$ cat src/rtl/iob_ibus_dbus_arbiter_pkg.sv
// Shared types and constants for the ibus/dbus arbiter: state encoding,
// master indices, priority modes and the winner-selection rule.
package iob_ibus_dbus_arbiter_pkg;

    typedef enum logic {
        ST_IDLE = 1'b0,
        ST_BUSY = 1'b1
    } arb_state_e;

    localparam logic IBUS = 1'b0;
    localparam logic DBUS = 1'b1;

    localparam int unsigned PRIO_RR   = 0;
    localparam int unsigned PRIO_DBUS = 1;

    // Round-robin hands a tie to the master that was not granted last.
    function automatic logic pick_winner(input int unsigned prio,
                                         input logic [1:0]  cand,
                                         input logic        last);
        if (prio == PRIO_DBUS) return cand[DBUS] ? DBUS : IBUS;
        if (prio == PRIO_RR && (&cand)) return ~last;
        return cand[DBUS] ? DBUS : IBUS;
    endfunction

endpackage

$ cat src/rtl/iob_ibus_dbus_arbiter_pend_buf.sv
// One-entry request holding register for a master whose request could not
// be issued immediately; a load (set) overrides a simultaneous clear.
module iob_arb_pend_buf #(
    parameter int unsigned W = 68
) (
    input  logic         clk,
    input  logic         rst,
    input  logic         set_i,
    input  logic         clr_i,
    input  logic [W-1:0] d_i,
    output logic         v_o,
    output logic [W-1:0] q_o
);

    logic         v_q, v_d;
    logic [W-1:0] data_q, data_d;

    always_comb begin
        v_d    = v_q;
        data_d = data_q;
        if (set_i) begin
            v_d    = 1'b1;
            data_d = d_i;
        end else if (clr_i) begin
            v_d    = 1'b0;
        end
    end

    always_ff @(posedge clk or posedge rst) begin
        if (rst) begin
            v_q    <= 1'b0;
            data_q <= '0;
        end else begin
            v_q    <= v_d;
            data_q <= data_d;
        end
    end

    assign v_o = v_q;
    assign q_o = data_q;

endmodule

$ cat src/rtl/iob_ibus_dbus_arbiter.sv
// Merges the instruction and data IOb buses onto one slave port, buffering
// blocked requests per master and routing ready back to the owner.
module iob_ibus_dbus_arbiter
    import iob_ibus_dbus_arbiter_pkg::*;
#(
    parameter int unsigned ADDR_W = 32,
    parameter int unsigned DATA_W = 32,
    parameter int unsigned PRIO   = 0,
    localparam int unsigned REQ_W  = 1 + ADDR_W + DATA_W + DATA_W / 8,
    localparam int unsigned RESP_W = DATA_W + 1
) (
    input  logic              clk,
    input  logic              rst,
    input  logic [REQ_W-1:0]  i_req,
    output logic [RESP_W-1:0] i_resp,
    input  logic [REQ_W-1:0]  d_req,
    output logic [RESP_W-1:0] d_resp,
    output logic [REQ_W-1:0]  s_req,
    input  logic [RESP_W-1:0] s_resp
);

    localparam int unsigned PAY_W = REQ_W - 1;

    arb_state_e       state_q, state_d;
    logic             owner_q, owner_d;
    logic             last_q,  last_d;

    logic [1:0]       live_v;
    logic [PAY_W-1:0] live_pay [2];
    logic [1:0]       pend_v;
    logic [PAY_W-1:0] pend_pay [2];
    logic [1:0]       pend_set, pend_clr;
    logic [1:0]       cand;
    logic [PAY_W-1:0] cand_pay [2];

    logic              s_ready;
    logic [DATA_W-1:0] s_rdata;
    logic              win, issue, winner, busy;

    assign live_v[IBUS]   = i_req[REQ_W-1];
    assign live_v[DBUS]   = d_req[REQ_W-1];
    assign live_pay[IBUS] = i_req[PAY_W-1:0];
    assign live_pay[DBUS] = d_req[PAY_W-1:0];

    assign s_ready = s_resp[0];
    assign s_rdata = s_resp[RESP_W-1:1];

    iob_arb_pend_buf #(.W(PAY_W)) u_pend_i (
        .clk   (clk),
        .rst   (rst),
        .set_i (pend_set[IBUS]),
        .clr_i (pend_clr[IBUS]),
        .d_i   (live_pay[IBUS]),
        .v_o   (pend_v[IBUS]),
        .q_o   (pend_pay[IBUS])
    );

    iob_arb_pend_buf #(.W(PAY_W)) u_pend_d (
        .clk   (clk),
        .rst   (rst),
        .set_i (pend_set[DBUS]),
        .clr_i (pend_clr[DBUS]),
        .d_i   (live_pay[DBUS]),
        .v_o   (pend_v[DBUS]),
        .q_o   (pend_pay[DBUS])
    );

    always_comb begin
        cand           = pend_v | live_v;
        cand_pay[IBUS] = pend_v[IBUS] ? pend_pay[IBUS] : live_pay[IBUS];
        cand_pay[DBUS] = pend_v[DBUS] ? pend_pay[DBUS] : live_pay[DBUS];

        busy   = (state_q == ST_BUSY);
        win    = !busy || s_ready;
        issue  = win && (|cand);
        winner = pick_winner(PRIO, cand, last_q);

        s_req   = '0;
        state_d = state_q;
        owner_d = owner_q;
        last_d  = last_q;

        if (win) state_d = issue ? ST_BUSY : ST_IDLE;
        if (issue) begin
            s_req   = {1'b1, cand_pay[winner]};
            owner_d = winner;
            last_d  = winner;
        end

        // A live request is consumed only when it was itself the issued payload.
        pend_clr[IBUS] = issue && (winner == IBUS);
        pend_clr[DBUS] = issue && (winner == DBUS);
        pend_set[IBUS] = live_v[IBUS] && !(pend_clr[IBUS] && !pend_v[IBUS]);
        pend_set[DBUS] = live_v[DBUS] && !(pend_clr[DBUS] && !pend_v[DBUS]);

        i_resp = {s_rdata, s_ready && busy && (owner_q == IBUS)};
        d_resp = {s_rdata, s_ready && busy && (owner_q == DBUS)};
    end

    always_ff @(posedge clk or posedge rst) begin
        if (rst) begin
            state_q <= ST_IDLE;
            owner_q <= IBUS;
            last_q  <= DBUS;
        end else begin
            state_q <= state_d;
            owner_q <= owner_d;
            last_q  <= last_d;
        end
    end

    a_no_req_while_pending_i: assert property (@(posedge clk) disable iff (rst)
        !(live_v[IBUS] && pend_v[IBUS]));
    a_no_req_while_pending_d: assert property (@(posedge clk) disable iff (rst)
        !(live_v[DBUS] && pend_v[DBUS]));

endmodule
$ cat config.mk
export PLATFORM = sky130hd
export DESIGN_NAME = iob_ibus_dbus_arbiter
export DESIGN_NICKNAME = d
export VERILOG_FILES = /design/src/rtl/iob_ibus_dbus_arbiter_pkg.sv /design/src/rtl/iob_ibus_dbus_arbiter_pend_buf.sv /design/src/rtl/iob_ibus_dbus_arbiter.sv
export SDC_FILE = /design/constraint.sdc
export NUM_CORES = 1
export LEC_CHECK = 0
export BUFFER_PORTS_ARGS = -buffer_cell sky130_fd_sc_hd__clkbuf_2
export CELL_PAD_IN_SITES_DETAIL_PLACEMENT = 1
export CELL_PAD_IN_SITES_GLOBAL_PLACEMENT = 1
export CORE_MARGIN = 2
export CORE_UTILIZATION = 38
export DETAILED_ROUTE_END_ITERATION = 10
export HOLD_SLACK_MARGIN = 0.08
export PLACE_DENSITY = 0.92
export REMOVE_ABC_BUFFERS = 1
export SLEW_MARGIN = 10
export SYNTH_ARGS = -nofsm -noshare
export SYNTH_HDL_FRONTEND = slang
export SYNTH_SLANG_ARGS = --single-unit
export TNS_END_PERCENT = 5
$ cat constraint.sdc
create_clock -name clk -period 5.8 [get_ports clk]
set_input_delay 0.87 -clock clk [delete_from_list [all_inputs] [get_ports clk]]
set_output_delay 0.87 -clock clk [all_outputs]
set_load 0.05 [all_outputs]
; ---- Yosys cells after proc, flatten, opt, wreduce, memory -nomap -nowiden
; Cells that the tools add are included.
[totals]
output_inout_bits = 135
input_bits = 173
ff_bits = 141
[classes]
muxes = 15
bitwise_logic = 5
order_cmp = 1
reduce_logical = 20
[op_table]
columns = operator, n
row1 = $mux W68, 5
row2 = $mux W69, 1
row3 = $logic_and A1 B1 Y1, 10
row4 = $mux W1, 9
row5 = $logic_not A1 Y1, 5
row6 = $reduce_bool A2 Y1, 2
row7 = $not A1 Y1, 3
row8 = $ge A2 B2 Y1 const B, 1
row9 = $not A1 Y2, 1
row10 = $or A2 B2 Y2, 1
row11 = $reduce_and A2 Y1, 1
row12 = $reduce_or A2 Y1, 1
row13 = $logic_or A1 B1 Y1, 1

; ---- Depth between registers and ports, before layout
; Gate-level depths: netlist of run 1.
[logic_depth]
ltp_word = 10
mapped_depth = 6
depth_no_buf = 3

; ---- Cells and area by module
; Synthesis of run 1 repeated with hierarchy kept, for this count alone.
[unflattened]
cells_unflattened = 707
area_unflattened_um2 = 8624.5
[modules_own_cells]
columns = mod, area_each_um2, cells_each, n_inst, seq_area_each_um2
row1 = iob_arb_pend_buf, 2600.0, 148, 2, 1726.7
row2 = iob_ibus_dbus_arbiter, 3424.5, 411, 1, 76.3

; ---- Worst setup path before layout of run 1
; Ideal clock, no wire load.
[synth_path]
path_type = input -> output
from = input d_req[68]
to = output s_req[57]
t_required_ns = 4.930
setup_slack_ns = 2.156
arrival_ns = 2.774
cell_stages = 5
cell_sequence = nor2_1 > o21ai_1 > buf_2 > buf_2 > o32ai_1
[synth_between]
elab_chain_cells = 9
word_cells_on_any_way = 12
classes_between = mux (7) / bitwise (2) / reduce/logical (3)
[synth_lines]
columns = element, line_no
row1 = start: declaration, iob_ibus_dbus_arbiter.sv:16  ; input logic [REQ_W-1:0] d_req,
row2 = $or A2 B2 Y2 *, iob_ibus_dbus_arbiter.sv:69  ; cand = pend_v | live_v;
row3 = $reduce_and A2 Y1, iob_ibus_dbus_arbiter_pkg.sv:21  ; if (prio == PRIO_RR && (&cand)) return ~last;
row4 = $mux W1, iob_ibus_dbus_arbiter_pkg.sv:21
row5 = $mux W1, iob_ibus_dbus_arbiter_pkg.sv:22  ; return cand[DBUS] ? DBUS : IBUS;
row6 = $not A1 Y2 (implied by the code), iob_ibus_dbus_arbiter.sv:85  ; s_req = {1'b1, cand_pay[winner]};
row7 = $mux W68 (implied by the code) (3 in series), iob_ibus_dbus_arbiter.sv:85
row8 = $mux W69 *, iob_ibus_dbus_arbiter.sv:84  ; if (issue) begin
row9 = end: declaration, iob_ibus_dbus_arbiter.sv:18  ; output logic [REQ_W-1:0] s_req,
; Mark *: on every way between the ends. The rest lies on a longest branch, timed or not. The select of a mux whose other input is x is not followed.

; ---- Worst setup path in the final report of run 1
[layout_path]
from = register u_pend_d.v_q, in the netlist u_pend_d.v_o
to = output s_req[53]
[layout_between]
elab_chain_cells = 9
word_cells_on_any_way = 13
classes_between = mux (8) / bitwise (2) / reduce/logical (3)
[layout_lines]
columns = element, line_no
row1 = start: declaration, iob_ibus_dbus_arbiter_pend_buf.sv:15  ; logic v_q, v_d;
row2 = start signal: assignment, iob_ibus_dbus_arbiter_pend_buf.sv:34  ; v_q <= v_d;
row3 = $or A2 B2 Y2, iob_ibus_dbus_arbiter.sv:69
row4 = $reduce_and A2 Y1, iob_ibus_dbus_arbiter_pkg.sv:21
row5 = $mux W1, iob_ibus_dbus_arbiter_pkg.sv:21
row6 = $mux W1, iob_ibus_dbus_arbiter_pkg.sv:22
row7 = $not A1 Y2 (implied by the code), iob_ibus_dbus_arbiter.sv:85
row8 = $mux W68 (implied by the code) (3 in series), iob_ibus_dbus_arbiter.sv:85
row9 = $mux W69 *, iob_ibus_dbus_arbiter.sv:84
; Marks and branches as above.

==> metrics.txt, run 1 <==
RSZ-0062 raised after global routing no; CP Max Fanout 73; xor/xnor share of the synthesized area 0; CTS tree yes; CTS max path bufs 2; final-report hold violation count 0; Crit Path Category reg -> out; Overall Power 4.75 mW; Final Net Count roughly 990; Min Hold Slack between 0.4 and 0.5 ns; H-tree Lvls 4; largest family of logic cells by synthesized area multiplexers; crit path launch type flip-flop; Main synth FF type dfrtp_1; status finished clean; WL per Instance 22.7 µm; die area about 23000 µm²; Root Buffer clkbuf_16; Via Count 6187; final wirelength ~25000 µm; Layout area overhead 16.3%; I/O pin cnt between 300 and 400; Max Slew Vio Count 0; CTS resizes 0; fraction of registers with async set/reset 1.00; Chip Height 152 µm; CTS Sinks roughly 140; Simple-Gate Fraction of Synth Area 0.0381; PortBufs around 210; critical path required time just under 5 ns; met2 usage 0.325; Synth area leader dfrtp_1; Post-synth EDFFs 0; actual transition at the worst max-transition pin 1.14 ns; Core Area ~22000 µm²; Seq/Total Area, Yosys 0.425; post-synthesis compound-gate area fraction 0.0844; first-pass detailed-route iteration total 4; Peak Freq 214 MHz; Netlist cell types 28; synthesized area per cell around 12 µm²; final setup fails 0; maxcap violations 0; Ys Warns 0; vias in the first global route 6555; Final ANT Viol Nets 0; CP endpoint kind primary output; Site Rows 54; grt met3 use 0.113; mapped cell area 8300 µm²; Num CTS Buffers 17; share of post-route cells with drive strength above 1 0.539; Synth top cells by count 184 x mux2_2, 140 x dfrtp_1, 70 x nand2_1; Worst Reg2Reg Path Length in Cells 4; fill count ~2.4k; Max VDD drop around 0.21 mV; DR DRC count 0; power per cell area roughly 500 nW/µm²; grt total ovfl 0; WHS Path Cells 1; initial DRC count approximately 240; setup slack after layout approximately 1.1 ns; Synth top area share 0.422; Gate Count Post-Synth 701; placer congestion estimate ~0.76; most frequent cell after synthesis mux2_2; headroom to the max-slew limit 0.239; initial antenna violation count 0; clock-pin slew on the worst setup and hold paths ~0.060 ns; hold buffers post-CTS 0; Synth Area in Adders 0; post-layout util 0.446; Top Usage Layer GRT met2; Synth area leaders dfrtp_1 42%, mux2_2 25%, mux2i_1 8.2%, o32ai_1 7.2%, buf_4 6.2%; post-synthesis mux area share 0.359; area occupied by multi-input gates ~4000 µm²; met1 Resource Use GR 0.262; Final HPWL DP around 17000 µm; static leakage power 4.46 nW; Tot GR Track Use 0.216; Hold/Removal Path Class reg -> reg; Ant. Diodes 0; minimum clock period roughly 4.7 ns; Final Skew approximately 0.009 ns; wire length of the first global-routing pass 37600 µm; Worst Path Arrival 3.79 ns; vias per inst approximately 5.6; storage element area about 3500 µm²; pin count of the biggest net entering global routing 94; Initial Util 0.384; Clk Latency, worst-skew pair 0.41 ns; post-CTS setup repair buffer count 0; Die W between 150 and 200 µm; FF+latch count, synth ~140; post-placement worst setup slack 1.60 ns; Tcrit/Tclk final 0.804
==> power by group <==
part / internal (mW) / leakage, nW / switching (mW)
clock: 0.705 / 0.294 / 0.446
combinational: 0.782 / 2.53 / 1.39
sequential: 1.19 / 1.64 / 0.230
==> sequential cells by signal, summed over array words and instances (netlist names) <==
signal / count
u_pend_d.q_o: 68
busy: 1
u_pend_d.v_o: 1
u_pend_i.v_o: 1
u_pend_i.q_o: 68
owner_q: 1
last_q: 1
==> area by class of cell <==
| class | instances | area share |
|---|---|---|
| multi-input combinational | 434 | 0.417 |
| timing repair buffer | 219 | 0.116 |
| tap | 280 | 0.0363 |
| clock inverter | 12 | 0.0163 |
| sequential | 141 | 0.366 |
| inverter | 1 | 0.000907 |
| clock buffer | 20 | 0.0473 |
==> per-stage QoR <==
step           area, µm²  cells  TNS (ns)
3_5_place_dp        9040   1075         0
3_3_place_gp        9040   1075         0
6_report            9650   1107         0
2_1_floorplan       7530    576    -32.05
5_1_grt             9650   1107         0
4_1_cts             9650   1107         0
==> final timing paths <==
path	start	endpoint	slack, ns
min in group asynchronous	rst	u_pend_i.q_o[58]	0.62
min reg2reg	u_pend_i.q_o[42]	u_pend_i.q_o[42]	0.49
max in group asynchronous	rst	u_pend_d.q_o[58]	3.89
min	u_pend_i.q_o[42]	u_pend_i.q_o[42]	0.49
max reg2reg	u_pend_d.v_o	u_pend_i.q_o[1]	2.99
max	u_pend_d.v_o	s_req[53]	1.14
==> worst max-delay path: stages (launching register included) <==
cell and delay [ns]:
dfrtp_4 1.09, nor2_1 0.29, o21ai_4 0.90, buf_4 0.57, o32ai_1 0.19, clkbuf_2 0.29
==> placed cells by master (no fill, tap or decap), types with 2 or more instances in the layout <==
| master | synthesis | layout |
|---|---|---|
| a21oi_1 | 4 | 4 |
| buf_4 | 69 | 8 |
| bufinv_16 | 0 | 3 |
| clkbuf_16 | 0 | 17 |
| clkbuf_2 | 0 | 211 |
| clkbuf_8 | 0 | 2 |
| clkinv_2 | 0 | 2 |
| clkinvlp_4 | 0 | 3 |
| dfrtp_1 | 140 | 138 |
| dfrtp_4 | 0 | 2 |
| inv_6 | 0 | 5 |
| mux2_1 | 20 | 20 |
| mux2_2 | 184 | 184 |
| mux2i_1 | 68 | 68 |
| nand2_1 | 70 | 69 |
| nor2_1 | 4 | 4 |
| o21ai_0 | 3 | 3 |
| o31ai_4 | 1 | 2 |
| o32ai_1 | 68 | 68 |
| or2_2 | 2 | 2 |
==> layer usage <==
metal  vias to the layer above  part of all wire
met4                         4             0.018
met5                         -            0.0066
met2                       261              0.45
met3                        39              0.11
met1                      3151              0.42
li1                       2732                 -
==> cells by family (layout without fill, tap and decap cells) <==
group / count (synthesis) / after routing
mux: 272 / 272
flops: 141 / 141
buf+inv: 126 / 252
compound gates: 82 / 82
simple gates: 80 / 80
No activity file was read; power rests on OpenSTA's default activity.
==> inputs of run 2 (changes only) <==
Clock period 5.8 ns to 4.72 ns, I/O delays scaled along.
==> metrics.txt, run 2 (synthesized netlist as in run 1, its figures left out) <==
status finished clean; Crit Path Category reg -> out; TNS Setup 0 ns (unchanged); vias per inst 5.61 (+0.33%); Tot GR Track Use 0.218 (+0.00146); die area 23000 µm² (unchanged); CP Capture Point s_req[15]; power per cell area 602 nW/µm² (+22%); Worst Path Arrival 3.22 ns (-0.57 ns); Reg-to-Reg End u_pend_i.q_o[65]; final instance area 9700 µm² (+0.48%); initial DRC count 258 (+7.9%); placer congestion estimate 0.794 (+4.9%); CP endpoint kind primary output; initial antenna violation count 1 (+1); Root Buffer clkbuf_16; Post-Place Cell Area 9070 µm² (+0.42%); Hold/Removal Path Class in -> async; Tcrit/Tclk final 0.832; Num CTS Buffers 17 (unchanged); Core Area 21600 µm² (unchanged); Clk Latency, worst-skew pair 0.41 ns (about the same); WL per Instance 22.4 µm (-1.5%); H-tree Lvls 4 (unchanged); Peak Freq around 250 MHz; share of post-route cells with drive strength above 1 0.542 (+0.00277); hold buffers post-CTS 0 (unchanged); Placed Cells 1080 (+0.47%); I/O pin cnt 308 (unchanged); crit path launch type flip-flop; Max VDD drop 0.286 mV (+36%); grt met3 use 0.115 (+0.00120); grt total ovfl 0 (unchanged); Via Count 6241 (+0.87%); Die W 152 µm (unchanged); Layout Cells excl Fill 1113 (+0.54%); DR DRC count 0 (unchanged); vias in the first global route 6543 (-0.18%); commonest non-fill, non-tap cell in the layout clkbuf_2; reg2reg start u_pend_i.v_o; Layout area overhead 16.9%; CTS tree yes; post-CTS setup repair buffer count 0 (unchanged); Final HPWL DP 17700 µm (+1.5%); Final ANT Viol Nets 0 (unchanged); Critical path origin u_pend_d.v_o; Top Usage Layer GRT met2; critical path required time 4.01 ns (-0.92 ns); final wirelength 24900 µm (-0.96%); Site Rows 54 (unchanged); met1 Resource Use GR 0.269 (+0.00621); Worst Reg2Reg Path Length in Cells 4 (unchanged); PortBufs 211 (unchanged); wire length of the first global-routing pass 38100 µm (+1.3%); Final Skew 0.00939 ns (+0.000386 ns); CTS Sinks 141 (unchanged); met2 usage 0.326 (+0.000901); static leakage power 4.49 nW (+0.63%); RSZ-0062 raised after global routing no; leading cell types in the layout, fill and taps excluded 211 x clkbuf_2, 184 x mux2_2, 138 x dfrtp_1, 69 x nand2_1; CP Max Fanout 73 (unchanged); actual transition at the worst max-transition pin 1.02 ns (-0.123 ns); post-placement worst setup slack 1.20 ns (-0.403 ns); final-report hold violation count 0 (unchanged); pin count of the biggest net entering global routing 83 (-12%); fill count 2379 (+1.1%); Min Hold Slack 0.440 ns (-0.0545 ns); setup slack after layout 0.795 ns (-0.342 ns); maxcap violations 0 (unchanged); headroom to the max-slew limit 0.323 (+0.0834); CTS resizes 0 (unchanged); final setup fails 0 (unchanged); CTS max path bufs 2 (unchanged); clock-pin slew on the worst setup and hold paths 0.06 ns (about the same); R2R Setup Slk 2.00 ns (-0.99 ns); Initial Util 0.384 (unchanged); Chip Height 152 µm (unchanged); Max Slew Vio Count 0 (unchanged); first-pass detailed-route iteration total 4 (unchanged); Final Net Count 992 (+0.51%); minimum clock period between 3 and 4 ns
run 2: final cells by class:
type,instances,area (µm²),area share
Antenna cell,1,2.50,0.000258
Clock inverter,10,136,0.0141
Inverter,1,8.76,0.000903
Clock buffer,22,484,0.0499
Tap cell,280,350,0.0361
Timing Repair Buffer,224,1150,0.119
Multi-Input combinational cell,434,4030,0.415
Sequential cell,141,3540,0.365
run 2: where the power goes:
part           switching, mW  total (mW)  internal (mW)  leakage (nW)
clock                  0.531        1.42          0.887         0.298
combinational           1.70        2.67          0.967          2.55
sequential             0.282        1.75           1.47          1.64
total                   2.51        5.83           3.32          4.49
run 2: how the worst min path moves through the flow:
stage                          start  slack, ns                to
floorplan           u_pend_i.q_o[34]       0.46  u_pend_i.q_o[34]
global placement    u_pend_i.q_o[41]       0.47  u_pend_i.q_o[41]
detailed placement  u_pend_i.q_o[45]       0.48  u_pend_i.q_o[45]
CTS                              rst       0.48  u_pend_i.q_o[44]
global route                     rst       0.51  u_pend_i.q_o[56]
finish                           rst       0.44  u_pend_i.q_o[56]
run 2: worst max-delay path: stages, from the launching register on:
cell      delay [ns]
dfrtp_4         1.09
nor2_1          0.29
o21ai_4         0.19
buf_4           0.67
o32ai_1         0.24
clkbuf_2        0.29
run 2: layer usage:
layer  up-vias  share of wire
li1       2761              -
met2       269           0.45
met5         -         0.0079
met4         4          0.019
met3        39           0.11
met1      3168           0.41
run 2: stage by stage:
step           power, mW  utilization
6_report            5.83        0.449
5_1_grt             6.14        0.449
4_1_cts             5.90        0.448
3_5_place_dp        4.46        0.420
3_3_place_gp        4.34        0.420
2_1_floorplan       3.81            -
==> inputs of run 3 (changes only) <==
Settings changed: ABC_AREA set to 1, CORE_UTILIZATION 38 to 32, PLACE_DENSITY 0.92 to 0.89.
Clock period 4.72 ns to 3.24 ns, I/O delays scaled along.
==> metrics.txt, run 3 <==
crit path launch type flip-flop; mapped cell area 8110 µm² (-2.3%); minimum clock period 3.04 ns; WP depth 7 (+2); Synth Area in Adders 0 (unchanged); cell internal pwr 4.05 mW (+22%); leading cell types in the layout, fill and taps excluded 276 x nand2_1, 203 x clkbuf_2, 138 x dfrtp_1, 137 x nand3_1; power per cell area 699 nW/µm² (+16%); wire length of the first global-routing pass 45100 µm (+19%); fill count 3028 (+27%); crit path cell chain nor2_2 > inv_1 > o21ai_2 > nand2_2 > buf_4 > o22ai_1 > clkbuf_2; Overall Power 6.76 mW (+16%); reg2reg start u_pend_i.v_o; initial DRC count 447 (+73%); PortBufs 211 (unchanged); delay-heaviest family, CP buffers and inverters; Synth top area share 0.432 (+0.00977); Crit Path Category reg -> out; final wirelength 29300 µm (+18%); share of post-route cells with drive strength above 1 0.307 (-0.235); fraction of registers with async set/reset 1.00 (unchanged); actual transition at the worst max-transition pin 0.854 ns (-0.162 ns); Gate Count Post-Synth 997 (+42%); slowest stage cell, crit path dfrtp_4; Synth top cells by count 277 x nand2_1, 140 x dfrtp_1, 137 x nand3_1; status finished clean; RSZ-0062 raised after global routing no; post-CTS setup repair buffer count 0 (unchanged); sequential share of power 0.316 (+0.016); post-layout util 0.386 (-0.0626); CP Max Fanout 21 (-71%); Peak Freq around 330 MHz; switch share 0.401 (-0.0292); CTS max path bufs 2 (unchanged); clock-pin slew on the worst setup and hold paths 0.07 ns (about the same); commonest non-fill, non-tap cell in the layout nand2_1; Critical path origin u_pend_d.v_o; Die W 163 µm (+7.5%); post-synthesis mux area share 0.0839 (-0.275); static leakage power 5.12 nW (+14%); initial antenna violation count 2 (+1); Post-synth EDFFs 0 (unchanged); Core Area 25000 µm² (+16%); Clk Latency, worst-skew pair 0.41 ns (about the same); Tcrit/Tclk final 0.938; Site Rows 58 (+7.4%); I/O pin cnt 308 (unchanged); Tot GR Track Use 0.220 (+0.00197); pin count of the biggest net entering global routing 78 (-6.0%); hold buffers post-CTS 0 (unchanged); buffers and inverters on the worst path 3 (+1); Comb power frac 0.371 (-0.086); CP endpoint kind primary output; Synth area leaders dfrtp_1 43%, nand2_1 13%, nand3_1 8.5%, mux2i_1 8.4%, buf_4 6.3%; vias per inst 5.36 (-4.5%); R2R Setup Slk 0.70 ns (-1.30 ns); most frequent cell after synthesis nand2_1; FF+latch count, synth 141 (unchanged); vias in the first global route 8113 (+24%); CTS Sinks 141 (unchanged); final setup fails 0 (unchanged); Synth area leader dfrtp_1; Netlist cell types 23 (-18%); Seq/Total Area, Yosys 0.435 (+0.00984); Initial Util 0.324 (-0.0599); Final Skew 0.0107 ns (+0.00128 ns); Final Net Count 1274 (+28%); Final HPWL DP 20100 µm (+13%); synthesized area per cell 8.14 µm² (-31%); Max Slew Vio Count 0 (unchanged); Layout area overhead 19.1%; Num CTS Buffers 17 (unchanged); final-report hold violation count 0 (unchanged); Worst Path Arrival 2.55 ns (-0.67 ns); first-pass detailed-route iteration total 5 (+1); CTS resizes 0 (unchanged); Crit path largest cell delay 0.49 ns (-0.60 ns); Root Buffer clkbuf_16; Chip Height 163 µm (+7.5%); post-synthesis compound-gate area fraction 0.0987 (+0.0143); TNS Setup 0 ns (unchanged); grt total ovfl 0 (unchanged); placer congestion estimate 0.759 (-4.3%); critical path required time 2.75 ns (-1.26 ns); maxcap violations 0 (unchanged); WL per Instance 20.3 µm (-9.4%); Psw 2.71 mW (+7.9%); Worst Reg2Reg Path Length in Cells 8 (+4); xor/xnor share of the synthesized area 0 (unchanged); Hold/Removal Path Class in -> async; H-tree Lvls 4 (unchanged); die area 26600 µm² (+16%); Final ANT Viol Nets 0 (unchanged); Via Count 7733 (+24%); Simple-Gate Fraction of Synth Area 0.275 (+0.237); Main synth FF type dfrtp_1; Max VDD drop 0.289 mV (+0.86%); Ys Warns 0 (unchanged); DR DRC count 0 (unchanged); Reg-to-Reg End u_pend_i.q_o[50]; CTS tree yes; largest family of logic cells by synthesized area simple AND/OR/NAND/NOR gates; CP Capture Point s_req[0]; Clock Power Share 0.313 (+0.070); headroom to the max-slew limit 0.431 (+0.108)
-- run 3: changes by cell type after synthesis, sizes merged, moves of 2 or more --
cell / before / now
o22ai: 0 / 68
inv: 1 / 9
a21oi: 4 / 1
nand3: 1 / 139
nand2: 70 / 280
o32ai: 68 / 0
o31ai: 2 / 0
nor3: 0 / 2
mux2: 204 / 0
or2: 2 / 68
o21ai: 4 / 71
clkbuf: 23 / 39
buf: 102 / 106
-- run 3: metrics by stage --
stage          area (µm²)  hold WS [ns]  setup slack [ns]  cells
2_1_floorplan        7270         0.437             -2.12    852
3_3_place_gp         9040         0.448             0.647   1412
3_5_place_dp         9040         0.453             0.551   1412
4_1_cts              9660         0.234             0.202   1443
5_1_grt              9660         0.248            0.0862   1444
6_report             9660         0.204             0.200   1444
-- run 3: layout make-up --
class	count	area [µm²]	share of cell area
antenna	1	2.50	0.000259
clock inverter	12	186	0.0193
clock buffer	19	433	0.0448
tap	330	413	0.0427
sequential	141	3530	0.366
multi-input combinational	702	3730	0.386
timing repair buffer	230	1330	0.137
inverter	9	38.8	0.00401
-- run 3: layer usage --
layer | share of wire | vias to the layer above | track usage
met5 | 0.0054 | - | 0.0587
met4 | 0.018 | 4 | 0.0636
met3 | 0.084 | 37 | 0.0899
met2 | 0.46 | 306 | 0.341
li1 | - | 3501 | -
met1 | 0.44 | 3885 | 0.276
-- run 3: cells by family after synthesis --
group	Yosys count
buffers and inverters	154
AND/OR/NAND/NOR	494
AO/OA/AOI/OAI	140
multiplexers	68
flip-flops	141
-- run 3: worst min-delay path by stage --
stage | to | cells past startpoint
after global routing | u_pend_d.q_o[18] | 2
final | u_pend_d.q_o[18] | 2
after detailed placement | u_pend_i.q_o[58] | 2
after CTS | u_pend_i.q_o[30] | 2
after global placement | u_pend_i.q_o[11] | 2
after floorplan | u_pend_i.q_o[0] | 2
-- run 3: power by group through the flow --
stage / Combinational (mW) / Clock, mW / Sequential, mW
after floorplan: 1.68 / 0 / 2.19
after global placement: 2.45 / 0 / 2.14
after detailed placement: 2.52 / 0 / 2.16
after CTS: 2.52 / 2.17 / 2.13
after global routing: 2.68 / 2.24 / 2.16
final: 2.51 / 2.12 / 2.13
